## config.mk

```make
export PLATFORM = sky130hd
export DESIGN_NAME = store_align
export DESIGN_NICKNAME = d
export VERILOG_FILES = /design/src/rtl/store_align.sv
export SDC_FILE = /design/constraint.sdc
export NUM_CORES = 1
export LEC_CHECK = 0
export CAP_MARGIN = 20
export CORE_MARGIN = 8
export CORE_UTILIZATION = 49
export DETAILED_ROUTE_END_ITERATION = 6
export HOLD_SLACK_MARGIN = 0.1
export PLACE_DENSITY = 0.82
export RECOVER_POWER = 50
export SLEW_MARGIN = 20
export SYNTH_ARGS = -nofsm -noshare
export SYNTH_HDL_FRONTEND = slang
export SYNTH_SLANG_ARGS = --single-unit
export TNS_END_PERCENT = 50
```

## constraint.sdc

```tcl
create_clock -name clk -period 2.58 [get_ports clk]
set_input_delay 0.387 -clock clk [delete_from_list [all_inputs] [get_ports clk]]
set_output_delay 0.387 -clock clk [all_outputs]
set_load 0.05 [all_outputs]
```

## src/rtl/store_align.sv

```systemverilog
// store_align: turns a BYTE/HALF/WORD store request into one or two
// word-aligned, lane-positioned write beats on a 32-bit memory bus, then
// pulses done (or fault for rejected requests) for exactly one cycle.
// Optional feature macro: STORE_MISALIGN_SPLIT_EN. When defined, misaligned
// stores are carried out, split into two beats when they cross a word.
// When undefined, misaligned HALF/WORD stores are rejected with fault.
module store_align #(
    parameter int WORD_SIZE = 32
) (
    input  logic                   clk,
    input  logic                   rst,
    input  logic                   req_valid,
    output logic                   req_ready,
    input  logic [WORD_SIZE-1:0]   req_addr,
    input  logic [WORD_SIZE-1:0]   req_data,
    input  logic [2:0]             req_sel,
    output logic                   bus_valid,
    input  logic                   bus_ready,
    output logic [WORD_SIZE-1:0]   bus_addr,
    output logic [WORD_SIZE-1:0]   bus_wdata,
    output logic [WORD_SIZE/8-1:0] bus_strb,
    output logic                   done,
    output logic                   fault
);

    localparam int SW = WORD_SIZE / 8;

    typedef enum logic [1:0] {
        S_IDLE  = 2'd0,
        S_BEAT0 = 2'd1,
        S_BEAT1 = 2'd2,
        S_RESP  = 2'd3
    } state_t;

    state_t                 r_state;
    state_t                 w_state_next;

    logic [WORD_SIZE-1:0]   r_addr;
    logic [WORD_SIZE-1:0]   r_data;
    logic [2:0]             r_sel;
    logic                   r_fault;

    logic                   w_accept;
    logic                   w_req_illegal;
    logic [1:0]             w_off;
    logic [WORD_SIZE-1:0]   w_data_sized;
    logic [2*SW-1:0]        w_size_mask;
    logic [2*SW-1:0]        w_mask;
    logic [2*WORD_SIZE-1:0] w_shifted;
    logic [WORD_SIZE-1:0]   w_base;
    logic                   w_has_high;

    assign w_accept = req_valid && (r_state == S_IDLE);

    // Classify the incoming request: unknown sizes are always rejected,
    // natural-alignment violations only when splitting is not built in.
    always_comb begin
        w_req_illegal = (req_sel > 3'd2);
`ifdef STORE_MISALIGN_SPLIT_EN
        w_req_illegal = w_req_illegal;
`else
        if ((req_sel == 3'd1) && req_addr[0])
            w_req_illegal = 1'b1;
        if ((req_sel == 3'd2) && (req_addr[1:0] != 2'b00))
            w_req_illegal = 1'b1;
`endif
    end

    // Capture the request on accept; the beats are derived from these copies
    // so bus outputs stay stable while the memory stalls.
    always_ff @(posedge clk or posedge rst) begin
        if (rst) begin
            r_addr  <= '0;
            r_data  <= '0;
            r_sel   <= '0;
            r_fault <= 1'b0;
        end else if (w_accept) begin
            r_addr  <= req_addr;
            r_data  <= req_data;
            r_sel   <= req_sel;
            r_fault <= w_req_illegal;
        end
    end

    // Lane math: trim data to its size, then shift data and mask by the
    // byte offset into a two-word window (low beat / high beat).
    always_comb begin
        w_off = r_addr[1:0];
        case (r_sel)
            3'd0: begin
                w_data_sized = WORD_SIZE'(r_data[7:0]);
                w_size_mask  = (2*SW)'(4'b0001);
            end
            3'd1: begin
                w_data_sized = WORD_SIZE'(r_data[15:0]);
                w_size_mask  = (2*SW)'(4'b0011);
            end
            3'd2: begin
                w_data_sized = r_data;
                w_size_mask  = (2*SW)'(4'b1111);
            end
            default: begin
                w_data_sized = '0;
                w_size_mask  = '0;
            end
        endcase
        w_mask     = w_size_mask << w_off;
        w_shifted  = {{WORD_SIZE{1'b0}}, w_data_sized} << {w_off, 3'b000};
        w_base     = {r_addr[WORD_SIZE-1:2], 2'b00};
        w_has_high = |w_mask[2*SW-1:SW];
    end

    // State register; reset abandons any store in flight without a pulse.
    always_ff @(posedge clk or posedge rst) begin
        if (rst)
            r_state <= S_IDLE;
        else
            r_state <= w_state_next;
    end

    // Next-state logic.
    always_comb begin
        w_state_next = r_state;
        case (r_state)
            S_IDLE: begin
                if (req_valid)
                    w_state_next = w_req_illegal ? S_RESP : S_BEAT0;
            end
            S_BEAT0: begin
                if (bus_ready)
                    w_state_next = w_has_high ? S_BEAT1 : S_RESP;
            end
            S_BEAT1: begin
                if (bus_ready)
                    w_state_next = S_RESP;
            end
            default: w_state_next = S_IDLE;
        endcase
    end

    // Outputs decoded from state; everything is zero outside the beats.
    always_comb begin
        req_ready = 1'b0;
        bus_valid = 1'b0;
        bus_addr  = '0;
        bus_wdata = '0;
        bus_strb  = '0;
        done      = 1'b0;
        fault     = 1'b0;
        case (r_state)
            S_IDLE: req_ready = 1'b1;
            S_BEAT0: begin
                bus_valid = 1'b1;
                bus_addr  = w_base;
                bus_wdata = w_shifted[WORD_SIZE-1:0];
                bus_strb  = w_mask[SW-1:0];
            end
            S_BEAT1: begin
                bus_valid = 1'b1;
                bus_addr  = w_base + WORD_SIZE'(4);
                bus_wdata = w_shifted[2*WORD_SIZE-1:WORD_SIZE];
                bus_strb  = w_mask[2*SW-1:SW];
            end
            default: begin
                done  = ~r_fault;
                fault = r_fault;
            end
        endcase
    end

endmodule

```

==> out/results.tsv <==
stage	metric	value	unit
worst_setup_path	timing.rr.end	r_addr[11]$_DFFE_PP0P_	
clock_network	cts_made_buffers	9	
worst_setup_path	crit_fanout	7	
synthesis	synth-seq-cells	70	
sta	rsz0062_at_grt	true	
clock_network	clk_latency	370	ps
final_layout	fillers	451	
sta	fin_skew	9.089	ps
floorplan	fp.dieH	116.2	um
power_and_ir_drop	p_seq_share	20.1	%
sta	setup_viol	39	
grt	grt_pass1_vias	5606	
power_and_ir_drop	p_per_area	1482	nW/um2
sta	max_clock_freq	328.6	MHz
sta	drv_slew	0	
synthesis	synth_top_family_by_area	compound AO/OA/AOI/OAI gates	
synthesis	ys_seq_area_share	35.62	%
synthesis	synth_adder_area_share	1.527	%
power_and_ir_drop	p_int	6.112	mW
floorplan	core_area	9774	um2
worst_setup_path	worstPathRequired	2190	ps
synthesis	synth_flop_cell	dfrtp_1	
clock_network	cts_max_level	3	
synthesis	async_reset_ff_share	100.0	%
sta	setup_ws	-463.4	ps
worst_setup_path	rr_startpoint	r_state[0]$_DFFE_PP0P_	
synthesis	netlist_instances	538	
grt	antenna_found_initial	1	
grt	grt_max_degree	69	
worst_hold_path	min_from	r_data[23]$_DFFE_PP0P_	
power_and_ir_drop	pwr-share-comb	72.1	%
routing	postRouteAntennaNets	0	
floorplan	dieArea	13500	um2
placed_design	io_buffers	140	
worst_setup_path	crit_chain	inv_2 -> ha_4 -> inv_2 -> nor2_4 -> buf_4 -> buf_4 -> o21ai_1 -> o31ai_2 -> buf_12	
power_and_ir_drop	p_sw_share	51.21	%
clock_network	clockBufferDepth	2	
synthesis	synth_xor_area_share	0.3562	%
status	violations	design-rule violations, negative setup slack	
synthesis	synth-compound-area-share	19.92	%
clock_network	clockRootBuffer	clkbuf_8	
synthesis	synth-simple-area-share	18.80	%
worst_setup_path	crit_arrival	2660	ps
run	drv_cap	0	
sta	finalCritPeriodShare	118.0	%
placed_design	place_ws	107.5	ps
final_layout	fin_cells	872	
placed_design	post-dp-hpwl	13530	um
power_and_ir_drop	p_leak	3.394	nW
grt	globalRouteTotalUtil	29.97	%
power_and_ir_drop	switchingPower	6.416	mW
clock_network	cts_tree	built	
synthesis	synth.cell_area	4917	um2
grt	grt_pass1_wl	31240	um
worst_setup_path	r2r_cells	5	
placed_design	dp.cells	816	
final_layout	fin_nets	811	
routing	drtIter0Drc	643	
worst_setup_path	cp_top_family	compound AO/OA/AOI/OAI gates	
placed_design	routabilityCongestion	0.9336	
power_and_ir_drop	ir_drop	0.7662	mV
final_layout	final_util	86.46	%
power_and_ir_drop	clock_power_share	7.8	%
routing	first_pass_iters	7	
worst_setup_path	critPathMaxStageDelay	520	ps
routing	wirelength	23400	um
worst_setup_path	endpoint_kind	output pin	
final_layout	antenna_cells	0	
routing	route.detailed.drc	2	
worst_hold_path	min_to	r_data[23]$_DFFE_PP0P_	
floorplan	row_count	36	
synthesis	yosysWarnings	0	
synthesis	synth_cell_type_count	60	
worst_setup_path	start_kind	flip-flop	
final_layout	area_delta_synth_final	71.86	%
sta	relSlewSlack	31.92	%
final_layout	drive_gt1_share	49.12	%
routing	avgViaCountPerCell	6.772	
clock_network	cts_hold_buf	0	
status	status	finished with violations	
synthesis	synth.avg_cell_area	9.140	um2
clock_network	cts.sink_count	70	
synthesis	synthMuxAreaShare	19.16	%
worst_hold_path	holdPathStages	1	
routing	vias	5905	
worst_hold_path	hold_class	flip-flop to flip-flop	
worst_setup_path	r2r_slack	310	ps
synthesis	synth_edf_count	0	
worst_setup_path	crit_type	flip-flop to output pin	
sta	worst_pin_slew	1021	ps
floorplan	num_io_pins	143	
grt	grt_overflow	0	
worst_setup_path	path_buf_inv	5	
worst_setup_path	cp-startpoint	r_state[0]$_DFFE_PP0P_	
floorplan	start_util	50.31	%
floorplan	die_w	116.2	um
clock_network	clkSlewWorstSetupHoldPaths	90	ps
sta	min_period	3043	ps
sta	hold_viol	0	
routing	wl_per_cell	26.84	um
worst_setup_path	slowest_stage	o21ai_1	
[worst register-to-register path: stages (launching register included)]
cell      delay, ps
dfrtp_1         490
inv_2           130
ha_4            200
nand2_2          50
clkbuf_4        760
mux2_2          520
[cells in the final DEF, fill, tap and decap left out, types with 4 or more instances in the layout]
cell type	n
nand2_2	4
a22oi_1	9
a41oi_1	5
inv_2	4
mux2i_1	12
inv_1	6
and2_1	6
o21ai_0	10
mux2_2	73
nand3_4	6
dfrtp_2	17
o21ai_2	14
nor2_2	15
buf_12	65
nand2b_1	7
clkdlybuf4s50_1	70
o22ai_1	4
clkbuf_8	10
dfrtp_1	53
nand3_1	14
nand4_1	7
o21ai_1	15
buf_4	69
nor2_1	13
a31oi_1	10
nand3b_1	8
nor3_1	12
a21oi_2	5
o2bb2ai_1	5
buf_6	13
nor3_2	5
nand2_1	39
a21oi_1	34
[kinds of logic (layout without fill, tap and decap cells)]
group	after synthesis	after routing
other cells	1	2
compound gates	155	155
flops	70	70
simple gates	168	168
buf+inv	51	251
xor+xnor	2	2
fa+ha+maj	6	6
mux	85	85
[flip-flops by register name, summed over array words and instances (netlist names)]
| register | cells |
|---|---|
| r_state | 2 |
| r_addr | 32 |
| r_sel | 3 |
| r_data | 32 |
| r_fault | 1 |
[final cells by class]
type | instances | area (um2) | area share (%)
clock buffers | 11 | 141.4 | 1.673
inverters | 10 | 37.54 | 0.4442
repair buffers | 225 | 2771 | 32.80
multi-input cells | 418 | 3503 | 41.46
clock inverters | 5 | 57.56 | 0.6811
well taps | 133 | 166.4 | 1.969
flip-flops and latches | 70 | 1773 | 20.98
[worst max path at each step]
stage | endpoint | slack, ps | depth (start not counted)
after floorplan | bus_wdata[0] | -400 | 6
after global placement | bus_wdata[0] | 210 | 7
after detailed placement | bus_addr[22] | 110 | 6
after CTS | bus_addr[30] | -60 | 8
after global routing | bus_addr[21] | -560 | 8
final | bus_addr[21] | -460 | 9
[power groups by stage]
stage / logic (mW) / registers (mW) / clock network, mW
after floorplan: 4.56 / 2.21 / 0
after global placement: 7.32 / 2.39 / 0
after detailed placement: 7.48 / 2.43 / 0
after CTS: 7.99 / 2.41 / 0.945
after global routing: 9.37 / 2.56 / 1.03
final: 9.03 / 2.52 / 0.975
[stage by stage]
step	hold slack (ps)	power (mW)	TNS, ps	area (um2)
after floorplan	494.9	6.774	-7293	5094
after global placement	511.7	9.708	0	7487
after detailed placement	517.4	9.912	0	7487
after CTS	409.1	11.34	-90.33	8004
after global routing	555.1	12.96	-5408	8451
final	535.3	12.53	-3866	8451
[what timing repair did]
| action | in CTS | in global routing |
|---|---|---|
| pin swaps | 7 | 17 |
| endpoints found under the setup margin | 52 | 60 |
| gates cloned | 0 | 2 |
| resized for setup | 51 | 82 |
| setup buffers | 16 | 22 |
[metal layers]
layer / GRT usage [%] / up-vias / part of all wire, %
li1: - / 2396 / -
met1: 34.50 / 2794 / 34
met2: 51.98 / 545 / 48
met3: 7.394 / 168 / 11
met4: 12.53 / 2 / 6.6
met5: 0 / - / 0.073
[cell usage after synthesis, types with 5 or more instances]
cell       number  area, um2
buf_1           8      30.03
and2_1          8      50.05
a31oi_1        13      81.33
nor2_1         30      112.6
clkbuf_1       22      82.58
buf_2           7      35.03
o2bb2ai_1       5      43.79
a21boi_0        5      37.54
nand2b_1        8      50.05
ha_1            6      75.07
mux2_2         73      822.0
a41oi_1         5      43.79
o21ai_1        10      50.05
nand3_1        20      100.1
inv_1           8      30.03
a22oi_1         9      67.56
mux2i_1        12      120.1
nand3b_1        8      60.06
a21oi_1        39      195.2
nand4_1         7      43.79
o31ai_1         5      37.54
nand2_1        44      165.2
nor3_1         15      75.07
o21ai_0        31      155.2
dfrtp_1        70       1752
(Power assumes the default switching activity.)
